===== config.mk =====
export PLATFORM = sky130hd
export DESIGN_NAME = branch_predictor_flat
export DESIGN_NICKNAME = d
export VERILOG_FILES = /design/src/rtl/branch_predictor_if.sv /design/src/rtl/branch_predictor.sv /design/src/flat_wrapper.sv
export SDC_FILE = /design/constraint.sdc
export NUM_CORES = 1
export LEC_CHECK = 0
export BUFFER_PORTS_ARGS = -buffer_cell sky130_fd_sc_hd__buf_4
export CORE_MARGIN = 2
export CORE_UTILIZATION = 45
export DETAILED_ROUTE_END_ITERATION = 8
export PLACE_DENSITY_LB_ADDON = 0.1
export SETUP_SLACK_MARGIN = 0.3
export SLEW_MARGIN = 20
export SYNTH_ARGS = -nofsm -noshare
export SYNTH_HDL_FRONTEND = slang
export SYNTH_SLANG_ARGS = --single-unit

===== constraint.sdc =====
create_clock -name clk -period 7.2 [get_ports clk]
set_input_delay 1.44 -clock clk [delete_from_list [all_inputs] [get_ports clk]]
set_output_delay 1.44 -clock clk [all_outputs]
set_load 0.03 [all_outputs]

===== src/rtl/branch_predictor_if.sv =====
// Fetch/execute-side bundle for the branch predictor: prediction request/response,
// resolved-branch feedback, table flush and the mispredict statistics.
interface branch_predictor_if;
  logic        pred_req_valid;
  logic [31:0] pred_req_pc;
  logic        pred_req_ready;
  logic        pred_resp_valid;
  logic        pred_resp_taken;
  logic        res_valid;
  logic [31:0] res_pc;
  logic        res_taken;
  logic        res_pred_taken;
  logic        mispredict;
  logic        flush;
  logic [15:0] mispredict_count;

  modport master (
    output pred_req_valid, pred_req_pc, res_valid, res_pc, res_taken, res_pred_taken, flush,
    input  pred_req_ready, pred_resp_valid, pred_resp_taken, mispredict, mispredict_count
  );

  modport slave (
    input  pred_req_valid, pred_req_pc, res_valid, res_pc, res_taken, res_pred_taken, flush,
    output pred_req_ready, pred_resp_valid, pred_resp_taken, mispredict, mispredict_count
  );
endinterface


===== src/rtl/branch_predictor.sv =====
// Bimodal predictor, 2-bit counters indexed by pc[INDEX_BITS+1:2]; response one cycle after accept.
// Requests are refused (ready low) for the 2^INDEX_BITS cycles of a flush sweep.
module branch_predictor #(
  parameter int INDEX_BITS = 6
) (
  input  logic           clk,
  input  logic           rst_n,
  branch_predictor_if.slave bp
);
  localparam int ENTRIES = 1 << INDEX_BITS;
  localparam logic [INDEX_BITS-1:0] PTR_LAST = '1;
  localparam logic [INDEX_BITS-1:0] PTR_ONE  = INDEX_BITS'(1);

  typedef enum logic {RUN, CLEAR} state_t;

  state_t                  state_q, state_d;
  logic [INDEX_BITS-1:0]   clr_ptr_q, clr_ptr_d;
  // Counters packed two bits per entry so the whole table resets in one assignment.
  logic [2*ENTRIES-1:0]    tbl_q;
  logic                    resp_vld_q, resp_taken_q;
  logic                    mispredict_q;
  logic [15:0]             mis_cnt_q;

  logic [INDEX_BITS-1:0]   req_idx, res_idx;
  logic [1:0]              req_cnt, res_cnt, res_cnt_d;
  logic                    req_accept, mis_evt;
  logic                    unused_pc_bits;

  assign req_idx = bp.pred_req_pc[INDEX_BITS+1:2];
  assign res_idx = bp.res_pc[INDEX_BITS+1:2];
  assign unused_pc_bits = ^{bp.pred_req_pc[31:INDEX_BITS+2], bp.pred_req_pc[1:0],
                            bp.res_pc[31:INDEX_BITS+2], bp.res_pc[1:0]};

  assign req_cnt    = tbl_q[{req_idx, 1'b0} +: 2];
  assign res_cnt    = tbl_q[{res_idx, 1'b0} +: 2];
  assign req_accept = bp.pred_req_valid && (state_q == RUN);
  assign mis_evt    = bp.res_valid && (bp.res_taken != bp.res_pred_taken);

  always_comb begin
    res_cnt_d = res_cnt;
    if (bp.res_taken) begin
      if (res_cnt != 2'b11) res_cnt_d = res_cnt + 2'd1;
    end else begin
      if (res_cnt != 2'b00) res_cnt_d = res_cnt - 2'd1;
    end
  end

  always_comb begin
    state_d   = state_q;
    clr_ptr_d = clr_ptr_q;
    if (state_q == RUN) begin
      if (bp.flush) begin
        state_d   = CLEAR;
        clr_ptr_d = '0;
      end
    end else begin
      if (bp.flush) begin
        clr_ptr_d = '0;
      end else if (clr_ptr_q == PTR_LAST) begin
        state_d   = RUN;
        clr_ptr_d = '0;
      end else begin
        clr_ptr_d = clr_ptr_q + PTR_ONE;
      end
    end
  end

  always_ff @(posedge clk or negedge rst_n) begin
    if (!rst_n) begin
      state_q   <= RUN;
      clr_ptr_q <= '0;
    end else begin
      state_q   <= state_d;
      clr_ptr_q <= clr_ptr_d;
    end
  end

  // The sweep owns the table write port; resolved-branch training is dropped meanwhile.
  always_ff @(posedge clk or negedge rst_n) begin
    if (!rst_n) begin
      tbl_q <= {ENTRIES{2'b01}};
    end else if (state_q == CLEAR) begin
      tbl_q[{clr_ptr_q, 1'b0} +: 2] <= 2'b01;
    end else if (bp.res_valid) begin
      tbl_q[{res_idx, 1'b0} +: 2] <= res_cnt_d;
    end
  end

  always_ff @(posedge clk or negedge rst_n) begin
    if (!rst_n) begin
      resp_vld_q   <= 1'b0;
      resp_taken_q <= 1'b0;
      mispredict_q <= 1'b0;
      mis_cnt_q    <= 16'h0000;
    end else begin
      resp_vld_q   <= req_accept;
      resp_taken_q <= req_accept && req_cnt[1];
      mispredict_q <= mis_evt;
      if (mis_evt && (mis_cnt_q != 16'hFFFF)) mis_cnt_q <= mis_cnt_q + 16'd1;
    end
  end

  assign bp.pred_req_ready   = (state_q == RUN);
  assign bp.pred_resp_valid  = resp_vld_q;
  assign bp.pred_resp_taken  = resp_taken_q;
  assign bp.mispredict       = mispredict_q;
  assign bp.mispredict_count = mis_cnt_q;
endmodule


===== src/flat_wrapper.sv =====
// flat-port wrapper written by rule: the top's interface ports become plain ports
module branch_predictor_flat 
#(
  parameter int INDEX_BITS = 6
)
  (clk, rst_n, bp_pred_req_valid, bp_pred_req_pc, bp_res_valid, bp_res_pc, bp_res_taken, bp_res_pred_taken, bp_flush, bp_pred_req_ready, bp_pred_resp_valid, bp_pred_resp_taken, bp_mispredict, bp_mispredict_count);
  branch_predictor_if bp_i ();
  input  logic clk;
  input  logic rst_n;
  input wire logic [$bits(bp_i.pred_req_valid)-1:0] bp_pred_req_valid;
  input wire logic [$bits(bp_i.pred_req_pc)-1:0] bp_pred_req_pc;
  input wire logic [$bits(bp_i.res_valid)-1:0] bp_res_valid;
  input wire logic [$bits(bp_i.res_pc)-1:0] bp_res_pc;
  input wire logic [$bits(bp_i.res_taken)-1:0] bp_res_taken;
  input wire logic [$bits(bp_i.res_pred_taken)-1:0] bp_res_pred_taken;
  input wire logic [$bits(bp_i.flush)-1:0] bp_flush;
  output wire logic [$bits(bp_i.pred_req_ready)-1:0] bp_pred_req_ready;
  output wire logic [$bits(bp_i.pred_resp_valid)-1:0] bp_pred_resp_valid;
  output wire logic [$bits(bp_i.pred_resp_taken)-1:0] bp_pred_resp_taken;
  output wire logic [$bits(bp_i.mispredict)-1:0] bp_mispredict;
  output wire logic [$bits(bp_i.mispredict_count)-1:0] bp_mispredict_count;
  assign bp_i.pred_req_valid = bp_pred_req_valid;
  assign bp_i.pred_req_pc = bp_pred_req_pc;
  assign bp_i.res_valid = bp_res_valid;
  assign bp_i.res_pc = bp_res_pc;
  assign bp_i.res_taken = bp_res_taken;
  assign bp_i.res_pred_taken = bp_res_pred_taken;
  assign bp_i.flush = bp_flush;
  assign bp_pred_req_ready = bp_i.pred_req_ready;
  assign bp_pred_resp_valid = bp_i.pred_resp_valid;
  assign bp_pred_resp_taken = bp_i.pred_resp_taken;
  assign bp_mispredict = bp_i.mispredict;
  assign bp_mispredict_count = bp_i.mispredict_count;
  branch_predictor #(.INDEX_BITS(INDEX_BITS)) u_core (.clk(clk), .rst_n(rst_n), .bp(bp_i));
endmodule

# Word-level counts from Yosys, hierarchy flattened
# Cells that the tools add are included.
[word_totals] output_inout_bits=20 ff_bits=154 inputBits=71
[classes] n_shift=6 n_addsub=6 muxes=15 eq_ne=4 n_bitwise=1 reduce_logical=7
[op_table] cell="bitwise mux 128 bit" count=2
[op_table] cell="2-to-1 mux 128 bit" count=2
[op_table] cell="variable shift 2 x 9 -> 128 bit, first input constant" count=2
[op_table] cell="indexed part select 128 x 8 -> 2 bit" count=2
[op_table] cell="indexed part select 2 x 9 -> 128 bit" count=1
[op_table] cell="indexed part select 2 x 9 -> 128 bit, first input constant" count=1
[op_table] cell="2-to-1 mux 6 bit" count=4
[op_table] cell="negator 7 -> 9 bit" count=2
[op_table] cell="adder 16 x 1 -> 16 bit, second input constant" count=1
[op_table] cell="inequality test 16 bit, second input constant" count=1
[op_table] cell="adder 6 x 1 -> 6 bit, second input constant" count=1
[op_table] cell="== test 6 bit, second input constant" count=1
[op_table] cell="2-to-1 mux 2 bit" count=3
[op_table] cell="nonzero test 2 bit" count=3
[op_table] cell="logical AND 1 bit" count=4
[op_table] cell="2-to-1 mux 1 bit" count=4
[op_table] cell="adder 2 x 1 -> 2 bit, second input constant" count=1
[op_table] cell="inequality test 2 bit, second input constant" count=1
[op_table] cell="subtractor 2 x 1 -> 2 bit, second input constant" count=1
[op_table] cell="inequality test 1 bit" count=1
[op_table] cell="NOT 1 bit" count=1

# Longest topological paths before layout
[logic_depth] ltp_word=8 ltp_mapped=13 mapped_depth_nobuf=9

# Least setup slack after synthesis
# Ideal clock, no wire load.
[synth_timing] path_type="input to register" startpoint="in bp_pred_req_pc[2]" endpoint="reg u_core.resp_taken_q (netlist: u_core.bp.pred_resp_taken)" setup_slack_ps=3344 cell_stages=6 t_arrival_ps=3737 cell_sequence="clkbuf_1 > buf_2 > mux4_2 > mux4_2 > mux4_2 > and2_1"
[synth_between] elab_chain_len=2
[synth_lines] item="start, declared" line_no="flat_wrapper.sv:11" text="input wire logic [$bits(bp_i.pred_req_pc)-1:0] bp_pred_req_pc;"
[synth_lines] item="indexed part select 128 x 8 -> 2 bit" line_no="branch_predictor.sv:34" text="assign req_cnt = tbl_q[{req_idx, 1'b0} +: 2];"
[synth_lines] item="logical AND 1 bit" line_no="branch_predictor.sv:97" text="resp_taken_q <= req_accept && req_cnt[1];"
[synth_lines] item="end signal, assigned" line_no="branch_predictor.sv:97"
[synth_lines] item="end, declared" line_no="branch_predictor.sv:20" text="logic resp_vld_q, resp_taken_q;"
# Every way passes these cells.
# A chain may end at the register's enable or synchronous reset.

# Worst setup path in the final report
[layout_timing] startpoint="in bp_res_pc[2]" endpoint="reg u_core.tbl_q[39]"
[layout_between] elab_chain_len=8 word_cells_on_any_way=14 cone_classes="add/sub (3); eq/ne (1); shift (3); mux (6); reduce/logical (1)"
[layout_lines] item="start, declared" line_no="flat_wrapper.sv:13" text="input wire logic [$bits(bp_i.res_pc)-1:0] bp_res_pc;"
[layout_lines] item="indexed part select 128 x 8 -> 2 bit" line_no="branch_predictor.sv:35" text="assign res_cnt = tbl_q[{res_idx, 1'b0} +: 2];"
[layout_lines] item="subtractor 2 x 1 -> 2 bit, or another cell as far along" line_no="branch_predictor.sv:44" text="if (res_cnt != 2'b00) res_cnt_d = res_cnt - 2'd1;"
[layout_lines] item="2-to-1 mux 2 bit (on tied branches)" line_no="branch_predictor.sv:44, branch_predictor.sv:42"
[layout_lines] item="2-to-1 mux 2 bit" line_no="branch_predictor.sv:41" text="if (bp.res_taken) begin"
[layout_lines] item="indexed part select 2 x 9 -> 128 bit" line_no="branch_predictor.sv:85" text="tbl_q[{res_idx, 1'b0} +: 2] <= res_cnt_d;"
[layout_lines] item="bitwise mux 128 bit (*)" line_no="branch_predictor.sv:85"
[layout_lines] item="2-to-1 mux 128 bit (*)" line_no="branch_predictor.sv:84" text="end else if (bp.res_valid) begin"
[layout_lines] item="2-to-1 mux 128 bit (*)" line_no="branch_predictor.sv:82" text="end else if (state_q == CLEAR) begin"
[layout_lines] item="end signal, assigned" line_no="branch_predictor.sv:81" text="tbl_q <= {ENTRIES{2'b01}};"
[layout_lines] item="end signal, assigned by index" line_no="branch_predictor.sv:85"
[layout_lines] item="end, declared" line_no="branch_predictor.sv:19" text="logic [2*ENTRIES-1:0] tbl_q;"
# Mark *: on every way between the ends. The rest lies on a longest branch, timed or not. The select of a mux whose other input is x is not followed.

==> impl_metrics.ini <==
[global_route]
grt_pass1_wl_mm = 44.48
grt_overflow = 0
grt_max_degree = 90
grt_pass1_vias = 7496
grtUsageTotal_pct = 27.43
antenna_found_initial = 1

[min_path]
holdPathEnd = u_core.tbl_q[0]$_DFFE_PN1P_
hold_class = flop to flop
min_path_cells = 2
holdCritStartpoint = u_core.tbl_q[0]$_DFFE_PN1P_

[worst_setup_path]
crit_type = input port to flop
r2r_slack_ns = 3.77
start_kind = input port
critPathCaptureType = flop
path_cells = buf_4, mux4_1, and2_1, a211o_1, a311oi_2, a311o_1, maj3_2, buf_4, mux2i_1
reg2reg_depth = 7
cp.arrival_ns = 5.13
cpPeakStageDelay_ns = 0.94
rr_startpoint = u_core.tbl_q[15]$_DFFE_PN0P_
cp_common_cell = buf_4
crit_required_ns = 7.50
path_max_fanout = 49
slowest_stage = maj3_2
reg2reg_to = u_core.tbl_q[39]$_DFFE_PN0P_

[route]
drt-total-wl_mm = 28.14
vias_per_cell = 6.262
routedWlPerCell_um = 24.05
drt_iter0_drc = 741
vias = 7327
drc = 0
ant_nets = 0
dr.pass1.iters = 5

[clock_tree]
clkLatencyLatePin_ns = 0.44
clkTransAtPathRegs_ns = 0.07
cts_sinks = 154
htree_levels = 4
cts_resized = 0
post_cts_buffers = 0
tritoncts = yes
cts_root_buf = clkbuf_16
numCtsBuffers = 17
cts_max_path_buffers = 2
holdBufCountCts = 0

[cells_and_area]
insertedDiodeCount = 0
fin_cells = 1170
final_nets = 964
drive_above_1_share_pct = 23.00
post-route-util_pct = 49.86
area_delta_synth_final_pct = 9.790

[timing]
hold_viol_final = 0
period_needed_ns = 4.822
drv_slew = 0
tns_ns = 0
finalCritPeriodShare_pct = 66.98
max-slew-margin-rel_pct = 26.69
fmax_ghz = 0.2074
setup_violations = 0
rsz0062_at_grt = false
tightest_slew_ns = 1.100
finClkSkew_ns = 0.01116
finalWorstSetupSlack_ns = 2.378

[yosys]
netlist_area_um2 = 9100
syn_inst = 889
synth.avg_cell_area_um2 = 10.24
yosysSeqAreaShare_pct = 43.23
synth_seq_cells = 154
synth_flop_cell = dfrtp_1
yosys_warnings = 0
synth_enable_flop_cells = 0
synthArstFlopShare_pct = 100.0
synth.distinct_cells = 57
synthesis.nets = 966

[placement]
dpl.hpwl_mm = 18.21
gp_congestion = 0.9366
portBuffers = 38
dp_slack_ns = 1.934
dpl.cell_count = 1138

[floorplanning]
die_area_um2 = 21380
die_h_um = 146.2
initial_core_util_pct = 45.41
rows = 52
io_pins = 91
die_w_um = 146.2
core_um2 = 20040

[power_and_ir_drop]
pwr-share-comb_pct = 26.0
intPower_uw = 2016
clockPowerShare_pct = 29.7
power_switching_uw = 1021
switching_share_pct = 33.60
power.leakage_uw = 0.003563
power_density_nw_per_um2 = 304.0
p_seq_share_pct = 44.2
peakVddDrop_mv = 0.1552

[run]
maxCapViolations = 0

[run_status]
status = completed
-- synthesized netlist by cell type (all sizes together), types with 6 or more instances --
library cell | count | area, um^2
buf | 30 | 229.0
xor2 | 12 | 105.1
xnor2 | 12 | 105.1
o21ai | 89 | 445.4
nand2b | 9 | 56.30
a21oi | 50 | 250.2
mux2i | 80 | 800.8
nand4 | 6 | 37.54
mux4 | 53 | 1201
ha | 6 | 75.07
nand2 | 37 | 138.9
or2 | 12 | 75.07
nor3 | 67 | 335.3
dfrtp | 90 | 2252
or3 | 12 | 75.07
nor2 | 142 | 533.0
nand3 | 17 | 85.08
inv | 9 | 33.78
dfstp | 64 | 1682
clkbuf | 35 | 131.4
o211ai | 8 | 60.06
-- through the flow --
step                      hold WS (ns)  power (uW)  cell area, um^2
after CTS                       0.5040        3044             9991
after global routing            0.5364        3199             9991
after detailed placement        0.4946        2135             9413
after global placement          0.4819        2089             9413
final                           0.4997        3037             9991
after floorplan                 0.4704        1883             9100
-- power groups by stage --
stage	clock [uW]	sequential, uW	combinational (uW)
floorplan	0	1310	575
global placement	0	1330	763
detailed placement	0	1350	789
CTS	918	1330	792
global route	960	1370	867
finish	903	1340	791
-- area by class of cell --
cell class                      count  area (um^2)
Clock buffer                       17        425.4
Inverter                           10        37.54
Sequential cell                   154         3934
Timing Repair Buffer               44        334.1
Tap cell                          270        337.8
Clock inverter                     15        152.6
Fill cell                        1840        10050
Multi-Input combinational cell    660         4770
-- per-layer routing --
layer	wire length, um	up-vias	global-route usage (%)
li1	-	3222	-
met1	12420	3737	38.42
met4	855	2	10.68
met2	13010	304	42.17
met5	13	-	0
met3	1834	62	5.750
-- worst max-delay path, delay by kind of cell --
family / cells / cell delay, ns
AOI/OAI and AO/OA: 3 / 0.83
adders and majority gates: 1 / 0.94
buffers and inverters: 2 / 0.93
muxes: 2 / 0.76
and+or+nand+nor: 1 / 0.17
-- state kept, by name (all words and copies together) (netlist names) --
name	count
u_core.bp.mispredict_count	16
u_core.clr_ptr_q	6
u_core.bp.mispredict	1
u_core.state_q	1
u_core.bp.pred_resp_taken	1
u_core.tbl_q	128
u_core.bp.pred_resp_valid	1
-- worst max path at each step --
stage	start	to	slack [ns]	depth (start not counted)
finish	bp_res_pc[2]	u_core.tbl_q[39]$_DFFE_PN0P_	2.38	9
global route	bp_res_pc[2]	u_core.tbl_q[61]$_DFFE_PN0P_	2.21	9
global placement	bp_res_pc[2]	u_core.tbl_q[40]$_DFFE_PN1P_	2.00	8
detailed placement	bp_res_pc[2]	u_core.tbl_q[39]$_DFFE_PN0P_	1.93	8
CTS	bp_res_pc[2]	u_core.tbl_q[39]$_DFFE_PN0P_	2.39	9
floorplan	bp_pred_req_pc[2]	u_core.bp.pred_resp_taken$_DFF_PN0_	3.34	6
-- cell usage in the layout, fill, tap and decap left out, drive strengths merged, types with 9 or more instances in the layout --
master,count
nand3,17
mux4,53
nor2,142
mux2i,80
a21oi,50
nor3,67
or3,12
dfstp,64
nand2b,9
buf,44
inv,18
clkbuf,17
xor2,12
xnor2,12
dfrtp,90
o21ai,89
nand2,37
or2,12
-- cell families after synthesis --
| kind of cell | after synthesis | synth area share [%] |
|---|---|---|
| fa+ha+maj | 8 | 1.059 |
| xor+xnor | 24 | 2.310 |
| simple gates | 324 | 16.43 |
| flops | 154 | 43.23 |
| mux | 134 | 22.12 |
| compound gates | 170 | 10.48 |
| buf+inv | 75 | 4.372 |
No activity file was read; power rests on OpenSTA's default activity.
